`config.mk`:
```
export PLATFORM = sky130hd
export DESIGN_NAME = wb_writer
export DESIGN_NICKNAME = d
export VERILOG_FILES = /design/src/rtl/riscv_pkg.sv /design/src/rtl/load_queue.sv /design/src/rtl/wb_writer.sv
export SDC_FILE = /design/constraint.sdc
export NUM_CORES = 1
export LEC_CHECK = 0
export BUFFER_PORTS_ARGS = -buffer_cell sky130_fd_sc_hd__clkbuf_2
export CORE_ASPECT_RATIO = 0.7
export CORE_MARGIN = 10
export CORE_UTILIZATION = 53
export CTS_CLUSTER_SIZE = 30
export DETAILED_ROUTE_END_ITERATION = 16
export PLACE_DENSITY = 0.86
export SYNTH_ARGS = -nofsm -noshare
export SYNTH_HDL_FRONTEND = slang
export SYNTH_SLANG_ARGS = --single-unit
```
`constraint.sdc`:
```
create_clock -name clk -period 4.9 [get_ports clk]
set_clock_uncertainty 0.1 [all_clocks]
set_input_delay 0.735 -clock clk [delete_from_list [all_inputs] [get_ports clk]]
set_output_delay 0.735 -clock clk [all_outputs]
set_load 0.05 [all_outputs]
```
`src/rtl/riscv_pkg.sv`:
```
// Shared RISC-V constants: load funct3 encodings, datapath width default and
// the load-queue entry layout used by the writeback unit.
package riscv_pkg;

    localparam int XLEN_DEF = 32;

    localparam logic [2:0] F3_LB  = 3'b000;
    localparam logic [2:0] F3_LH  = 3'b001;
    localparam logic [2:0] F3_LW  = 3'b010;
    localparam logic [2:0] F3_LBU = 3'b100;
    localparam logic [2:0] F3_LHU = 3'b101;

    typedef struct packed {
        logic [4:0] rd;
        logic [2:0] funct3;
        logic [1:0] offset;
    } lq_entry_t;

endpackage

```
`src/rtl/load_queue.sv`:
```
// Generic circular FIFO with wrap-bit pointers; exposes the head and every
// slot with its valid flag so the caller can build a scoreboard.
module load_queue #(
    parameter int WIDTH = 10,
    parameter int DEPTH = 2
) (
    input  logic                        clk,
    input  logic                        rst,
    input  logic                        push,
    input  logic [WIDTH-1:0]            push_data,
    input  logic                        pop,
    output logic                        full,
    output logic                        empty,
    output logic [WIDTH-1:0]            head,
    output logic [DEPTH-1:0][WIDTH-1:0] entries,
    output logic [DEPTH-1:0]            valid
);

    localparam int AW = $clog2(DEPTH);
    localparam logic [AW:0] FULL_COUNT = (AW+1)'(DEPTH);

    logic [WIDTH-1:0] mem [DEPTH];
    logic [AW:0]      wr_ptr_reg;
    logic [AW:0]      rd_ptr_reg;
    logic [AW:0]      count;
    logic             do_push;
    logic             do_pop;

    assign count   = wr_ptr_reg - rd_ptr_reg;
    assign full    = (count == FULL_COUNT);
    assign empty   = (count == '0);
    assign do_push = push && !full;
    assign do_pop  = pop && !empty;
    assign head    = mem[rd_ptr_reg[AW-1:0]];

    always_ff @(posedge clk or posedge rst) begin
        if (rst) begin
            wr_ptr_reg <= '0;
            rd_ptr_reg <= '0;
        end else begin
            if (do_push) wr_ptr_reg <= wr_ptr_reg + 1'b1;
            if (do_pop)  rd_ptr_reg <= rd_ptr_reg + 1'b1;
        end
    end

    // Storage needs no reset: slots are only observed through the valid flags.
    always_ff @(posedge clk) begin
        if (do_push) mem[wr_ptr_reg[AW-1:0]] <= push_data;
    end

    generate
        for (genvar gi = 0; gi < DEPTH; gi++) begin : g_slot
            localparam logic [AW-1:0] IDX = AW'(gi);
            logic [AW-1:0] rel;
            assign rel         = IDX - rd_ptr_reg[AW-1:0];
            assign entries[gi] = mem[gi];
            assign valid[gi]   = ({1'b0, rel} < count);
        end
    endgenerate

endmodule

```
`src/rtl/wb_writer.sv`:
```
// Writeback unit: arbitrates ALU results and in-order load returns onto the
// register file write port and publishes a pending-write scoreboard.
module wb_writer
    import riscv_pkg::*;
#(
    parameter int XLEN     = XLEN_DEF,
    parameter int LQ_DEPTH = 2
) (
    input  logic            clk,
    input  logic            rst,
    input  logic            alu_valid,
    input  logic [4:0]      alu_rd,
    input  logic [XLEN-1:0] alu_data,
    output logic            alu_ready,
    input  logic            ld_issue_valid,
    input  logic [4:0]      ld_issue_rd,
    input  logic [2:0]      ld_issue_funct3,
    input  logic [1:0]      ld_issue_offset,
    output logic            ld_issue_ready,
    input  logic            ld_resp_valid,
    input  logic [XLEN-1:0] ld_resp_data,
    output logic            rf_we,
    output logic [4:0]      rf_wa,
    output logic [XLEN-1:0] rf_wd,
    output logic [31:0]     busy_mask,
    output logic            err
);

    localparam int QW = $bits(lq_entry_t);

    function automatic logic [XLEN-1:0] extract(input logic [2:0] f3,
                                                input logic [1:0] off,
                                                input logic [XLEN-1:0] word);
        logic [7:0]  b;
        logic [15:0] h;
        b = word[8*off +: 8];
        h = word[16*off[1] +: 16];
        case (f3)
            F3_LB:   return {{(XLEN-8){b[7]}}, b};
            F3_LBU:  return {{(XLEN-8){1'b0}}, b};
            F3_LH:   return {{(XLEN-16){h[15]}}, h};
            F3_LHU:  return {{(XLEN-16){1'b0}}, h};
            default: return word;
        endcase
    endfunction

    function automatic logic f3_known(input logic [2:0] f3);
        return (f3 == F3_LB) || (f3 == F3_LH) || (f3 == F3_LW) ||
               (f3 == F3_LBU) || (f3 == F3_LHU);
    endfunction

    logic                         q_full;
    logic                         q_empty;
    logic [QW-1:0]                q_head;
    logic [LQ_DEPTH-1:0][QW-1:0]  q_entries;
    logic [LQ_DEPTH-1:0]          q_valid;
    lq_entry_t                    head_entry;
    lq_entry_t                    issue_entry;
    lq_entry_t                    slot [LQ_DEPTH];

    assign issue_entry    = '{rd: ld_issue_rd, funct3: ld_issue_funct3, offset: ld_issue_offset};
    assign head_entry     = lq_entry_t'(q_head);
    assign ld_issue_ready = !q_full;
    assign alu_ready      = !ld_resp_valid;

    load_queue #(.WIDTH(QW), .DEPTH(LQ_DEPTH)) u_lq (
        .clk       (clk),
        .rst       (rst),
        .push      (ld_issue_valid && ld_issue_ready),
        .push_data (issue_entry),
        .pop       (ld_resp_valid && !q_empty),
        .full      (q_full),
        .empty     (q_empty),
        .head      (q_head),
        .entries   (q_entries),
        .valid     (q_valid)
    );

    generate
        for (genvar gi = 0; gi < LQ_DEPTH; gi++) begin : g_view
            assign slot[gi] = lq_entry_t'(q_entries[gi]);
        end
    endgenerate

    // Load responses cannot be stalled, so they always own the write port.
    always_ff @(posedge clk or posedge rst) begin
        if (rst) begin
            rf_we <= 1'b0;
            rf_wa <= '0;
            rf_wd <= '0;
            err   <= 1'b0;
        end else if (ld_resp_valid) begin
            if (!q_empty) begin
                rf_we <= (head_entry.rd != 5'd0);
                rf_wa <= head_entry.rd;
                rf_wd <= extract(head_entry.funct3, head_entry.offset, ld_resp_data);
                if (!f3_known(head_entry.funct3)) err <= 1'b1;
            end else begin
                rf_we <= 1'b0;
                err   <= 1'b1;
            end
        end else if (alu_valid) begin
            rf_we <= (alu_rd != 5'd0);
            rf_wa <= alu_rd;
            rf_wd <= alu_data;
        end else begin
            rf_we <= 1'b0;
        end
    end

    always_comb begin
        busy_mask = '0;
        for (int i = 0; i < LQ_DEPTH; i++) begin
            if (q_valid[i]) busy_mask[slot[i].rd] = 1'b1;
        end
        if (rf_we) busy_mask[rf_wa] = 1'b1;
        busy_mask[0] = 1'b0;
    end

endmodule
```
==> Word-level counts from Yosys, hierarchy flattened <==
Memory sizes are Yosys's and may differ from the RTL's.
Index checks and enable logic that the tools add are counted.
{ "word_totals": {"mem_bits_rw": 20, "output_inout_bits": 73, "mem_count": 1, "inputBits": 84, "elab_cells": 75, "regBits": 43} }
{ "op_classes": {"n_addsub": 5, "n_eq_ne": 7, "magnitude_cmp": 8, "reduce_logical": 21, "muxes": 23, "shift": 2, "bitwise_logic": 2} }
{ "memory_table": {"columns": ["memory", "words", "word_bits", "read_ports", "rd_ports_with_merged_regs", "wr", "line", "rtl"], "rows": [
  ["u_lq.mem", 2, 10, 3, 0, 1, "load_queue.sv:22", "logic [WIDTH-1:0] mem [DEPTH];"]
]} }
{ "op_table": {"columns": ["op", "n"], "rows": [
  ["2-to-1 mux 32 bit", 6],
  ["case mux 32 bit (4 select lines)", 1],
  ["bitwise OR 32 bit", 2],
  ["variable part select 32 x 6 -> 16 bit", 1],
  ["variable part select 32 x 6 -> 8 bit", 1],
  ["< comparator 5 x 6 -> 1 bit (second input constant)", 3],
  ["demux 1 bit (select 5 bit)", 3],
  [">= comparator 5 x 1 -> 1 bit (second input constant)", 3],
  ["2-to-1 mux 5 bit", 3],
  ["2-to-1 mux 1 bit", 10],
  ["nonzero test 5 bit", 2],
  ["logical AND 1 bit", 7],
  ["== test 3 bit (second input constant)", 2],
  ["adder 2 x 1 -> 2 bit (second input constant)", 2],
  ["logical OR 1 bit", 4],
  ["< comparator 1 x 2 -> 1 bit", 2],
  ["inequality test 2 bit (second input constant)", 2],
  ["AND reduction 2 bit", 2],
  ["== test 3 x 1 -> 1 bit (second input constant)", 1],
  ["== test 3 x 2 -> 1 bit (second input constant)", 1],
  ["logical NOT 1 bit", 3],
  ["logical NOT 3 bit", 1],
  ["== test 2 bit (second input constant)", 1],
  ["logical NOT 2 bit", 1],
  ["3 further kinds", 4]
]} }

==> Longest topological paths before layout <==
An unclocked memory read counts as a cell.
{ "logic_depth": {"depth_word": 10, "depth_mapped": 11, "mapped_depth_nobuf": 9} }

==> Hierarchy <==
Synthesis repeated with hierarchy kept, for this count alone.
{ "unflattened": {"hier_cells": 475, "area_unflattened_um2": 4131.5} }
{ "modules_own_cells": {"columns": ["mod", "seq_area_each_um2", "cells_each", "area_per_inst_um2", "instances"], "rows": [
  ["wb_writer", 975.9, 412, 3125.5, 1],
  ["load_queue", 700.7, 63, 1006.0, 1]
]} }

==> Least setup slack after synthesis <==
Ideal clock, no wire load.
{ "synth_path": {"kind": "register -> output", "from": "reg u_lq.wr_ptr_reg[0]", "to": "out busy_mask[16]", "path_slack_ps": 1512, "arrival_time_ps": 2553, "t_required_ps": 4065, "stages_incl_launch_ff": 9, "path_buffers": 1, "cell_sequence": "dfrtp_1 inv_1 ha_1 inv_1 ha_1 nor2_1 or3_1 clkbuf_1 o21ai_0"} }
{ "synth_between": {"elab_chain_len": 7, "elab_cells_between_ends": 8, "cone_classes": "1 x add/sub; 2 x order compare; 3 x mux; 2 x bitwise"} }
{ "synth_lines": {"columns": ["item", "line", "rtl"], "rows": [
  ["from (decl)", "load_queue.sv:23", "logic [AW:0] wr_ptr_reg;"],
  ["from (signal assigned)", "load_queue.sv:41", "if (do_push) wr_ptr_reg <= wr_ptr_reg + 1'b1;"],
  ["subtractor 2 bit *", "load_queue.sv:29", "assign count = wr_ptr_reg - rd_ptr_reg;"],
  ["< comparator 1 x 2 -> 1 bit", "load_queue.sv:57", "assign valid[gi] = ({1'b0, rel} < count);"],
  ["2-to-1 mux 32 bit", "wb_writer.sv:114", "if (q_valid[i]) busy_mask[slot[i].rd] = 1'b1;"],
  ["bitwise OR 32 bit (no source line)", null, null],
  ["2-to-1 mux 32 bit *", "wb_writer.sv:114", null],
  ["bitwise OR 32 bit (no source line)", null, null],
  ["2-to-1 mux 32 bit *", "wb_writer.sv:116", "if (rf_we) busy_mask[rf_wa] = 1'b1;"],
  ["to (decl)", "wb_writer.sv:25", "output logic [31:0] busy_mask,"]
]} }
Every way passes the cells marked *; elsewhere a longest branch is shown, timed or not.

==> Worst setup path after layout <==
{ "layout_path": {"from": "reg u_lq.rd_ptr_reg[0]", "to": "out busy_mask[18]"} }
{ "layout_between": {"elab_chain_len": 7, "elab_cells_between_ends": 10, "cone_classes": "3 x add/sub; 2 x order compare; 3 x mux; 2 x bitwise"} }
{ "layout_lines": {"columns": ["item", "line", "rtl"], "rows": [
  ["from (decl)", "load_queue.sv:24", "logic [AW:0] rd_ptr_reg;"],
  ["from (signal assigned)", "load_queue.sv:42", "if (do_pop) rd_ptr_reg <= rd_ptr_reg + 1'b1;"],
  ["subtractor 2 bit or subtractor 1 bit (tied branches)", "load_queue.sv:29, load_queue.sv:55", null],
  ["< comparator 1 x 2 -> 1 bit", "load_queue.sv:57", null],
  ["2-to-1 mux 32 bit", "wb_writer.sv:114", null],
  ["bitwise OR 32 bit (no source line)", null, null],
  ["2-to-1 mux 32 bit *", "wb_writer.sv:114", null],
  ["bitwise OR 32 bit (no source line)", null, null],
  ["2-to-1 mux 32 bit *", "wb_writer.sv:116", null]
]} }
Marks and branches as above.

==> results.toml <==
[global_routing]
grt_use_met1_pct = 30.8
grt_antenna_before_repair = 0
grtUsageMet2_pct = 35.6
grt_pass1_vias = 4123
grt_max_degree = 44
grt.busiest_layer = "met2"
grtUsageMet3_pct = 6.25
grt_overflow = 0
grtUsageTotal_pct = 23.1
grt_first_pass_wirelength_um = 21500

[hold_path]
min_path_type = "input port to asynchronous set/reset pin"

[sta]
final_max_slew_viol_count = 0
tns_ns = 0
max-slew-margin-rel_pct = 27.7
period_share_pct = 85.1
rsz0062_at_grt = "false"
finalSetupViolCount = 0
max_freq_mhz = 240
final_hold_viol_count = 0
min_period_ns = 4.17
tightestPinTransition_ns = 1.08

[pwr]
total_power_uw = 3940
cellLeakagePower_uw = 0.00216
peakVddDrop_mv = 0.358
powerDensity_nw_per_um2 = 792

[job]
drv_cap = 0

[clock_tree]
cts_hold_buf = 0
cts_tree = "done"
post_cts_resized = 0
clock_sinks = 63
clockRootBuffer = "clkbuf_8"
post_cts_buffers = 0
clk_latency_ns = 0.35
htreeDepth = 3
cts_buffers = 9
clk_pin_slew_ns = 0.07
ctsLongestPathBuffers = 2

[floorplan]
initial_core_util_pct = 54.8
dieArea_um2 = 11500
dieWidth_um = 124
placementRows = 26
die_h_um = 92.9
core_um2 = 7350
ioPinCount = 157

[layout]
drive_gt1_share_pct = 31.2
syn2layout_area_growth_pct = 23.4
nets = 681
largest_reg_flops = 32
diodes = 0
fillers = 616
regMostFlops = "rf_wd"

[route]
drt_wl_total_um = 14100
drtPass1Iterations = 7
drtAntennaViolNets = 0
routedWlPerCell_um = 20.2
drc = 0
first_iter_violations = 518
viasPerCell = 6.35
vias = 4427

[logic_synthesis]
synth_top_cell_by_area = "dfrtp_1"
ys_types = 45
ys.flop_type = "dfrtp_1"
synth-async-reset-ratio_pct = 68.3
synth.most_common_cell = "nand2_1"
ys_seq_area_share_pct = 41.6
synthTopCellsByArea = "dfrtp_1 (27%), edfxtp_1 (15%), nand2_1 (5.8%), o21ai_0 (5.1%), o221ai_1 (5.0%)"
synth_cells = 461
synth_edf_count = 20
synth_nets = 548
netlist_top_cells_count = "nand2_1 (62), dfrtp_1 (43), nor2_1 (43), o21ai_0 (41), clkbuf_1 (33)"
avgSynthCellArea_um2 = 8.74
synth_top_area_share_pct = 26.7
ys_ff_latch = 63
yosys_warnings = 0
synth_area_um2 = 4030

[critical_path]
cp.required_ns = 4.07
endpoint_kind = "output port"
start_kind = "flip-flop"
crit_chain = "ha_1 -> inv_1 -> ha_1 -> nor3b_1 -> a22oi_1 -> o21ai_0 -> clkbuf_2"
slowest_delay_ns = 0.88
critPathArrivalTime_ns = 3.33
critical_path_class = "flip-flop to output port"
cp_slowest_cell = "dfrtp_1"
worst-path-max-fanout = 20
cp_common_cell = "ha_1"

[placed_design]
gp_congestion = 0.950
port_buffers = 155
dp.final_hpwl_um = 10900

[run_status]
outcome = "finished clean"
-- logic make-up (layout without fill, tap and decap cells) --
group | count (synthesis) | in the layout | share of synthesized area (%)
adders and majority gates | 3 | 3 | 0.932
buffers and inverters | 44 | 182 | 4.78
muxes | 21 | 21 | 5.72
AOI/OAI and AO/OA | 141 | 141 | 24.1
other | 1 | 1 | 0.0931
DFF | 63 | 63 | 41.6
and+or+nand+nor | 183 | 183 | 21.7
xor gates and xnor gates | 5 | 5 | 1.09
-- worst max-delay path: cells and delay by family (launching register included) --
| kind | cells | cell delay [ns] |
|---|---|---|
| fa+ha+maj | 2 | 0.49 |
| simple gates | 1 | 0.86 |
| compound gates | 2 | 0.37 |
| buf+inv | 2 | 0.37 |
| flops | 1 | 0.88 |
-- metal layers --
layer | share of wire [%] | vias to the layer above
li1 | - | 1995
met1 | 40 | 2099
met2 | 46 | 299
met3 | 12 | 34
met4 | 1.9 | 0
met5 | 0 | -
-- cell usage in the layout (no fill, tap or decap), drive strengths merged, types with 19 or more instances in the layout --
master / netlist / final
nand2: 62 / 62
clkbuf: 33 / 164
nor2: 43 / 43
edfxtp: 20 / 20
o21ai: 41 / 41
nand3: 19 / 19
o221ai: 23 / 23
dfrtp: 43 / 43
nor3: 21 / 21
-- layout make-up --
cell class	instances	area [um2]	share of cell area (%)
well taps	98	123	2.47
clock inverters	7	48.8	0.982
repair buffers	160	813	16.4
clock buffers	9	124	2.49
multi-input cells	354	2160	43.5
flip-flops and latches	63	1680	33.7
inverters	6	22.5	0.453
-- power breakdown --
part           internal (uW)  switching, uW  leakage [uW]
Clock                    184            214     0.0000894
Combinational            655           1830       0.00140
Sequential               796            256      0.000672
-- final timing paths --
check	start	endpoint	slack, ns	cells past startpoint
setup / recovery	u_lq.rd_ptr_reg[0]$_DFFE_PP0P_	busy_mask[18]	0.73	7
hold / removal	rst	rf_wd[28]$_DFFE_PP0P_	0.39	3
setup reg to reg	u_lq.rd_ptr_reg[0]$_DFFE_PP0P_	rf_wd[18]$_DFFE_PP0P_	1.34	5
hold reg to reg	rf_wd[10]$_DFFE_PP0P_	rf_wd[10]$_DFFE_PP0P_	0.39	2
max in group asynchronous	rst	rf_wd[5]$_DFFE_PP0P_	3.91	3
min in group clk	rf_wd[10]$_DFFE_PP0P_	rf_wd[10]$_DFFE_PP0P_	0.39	2
-- through the flow --
step | util, % | instance area (um2) | setup WS (ns) | std cells | hold slack (ns)
floorplan | - | 4030 | 1.51 | 461 | 0.362
global placement | 65.2 | 4800 | 1.43 | 681 | 0.358
detailed placement | 65.2 | 4800 | 1.25 | 681 | 0.375
CTS | 67.6 | 4970 | 0.856 | 697 | 0.390
global route | 67.6 | 4970 | 0.606 | 697 | 0.416
finish | 67.6 | 4970 | 0.732 | 697 | 0.389
No activity file was read; power rests on OpenSTA's default activity.
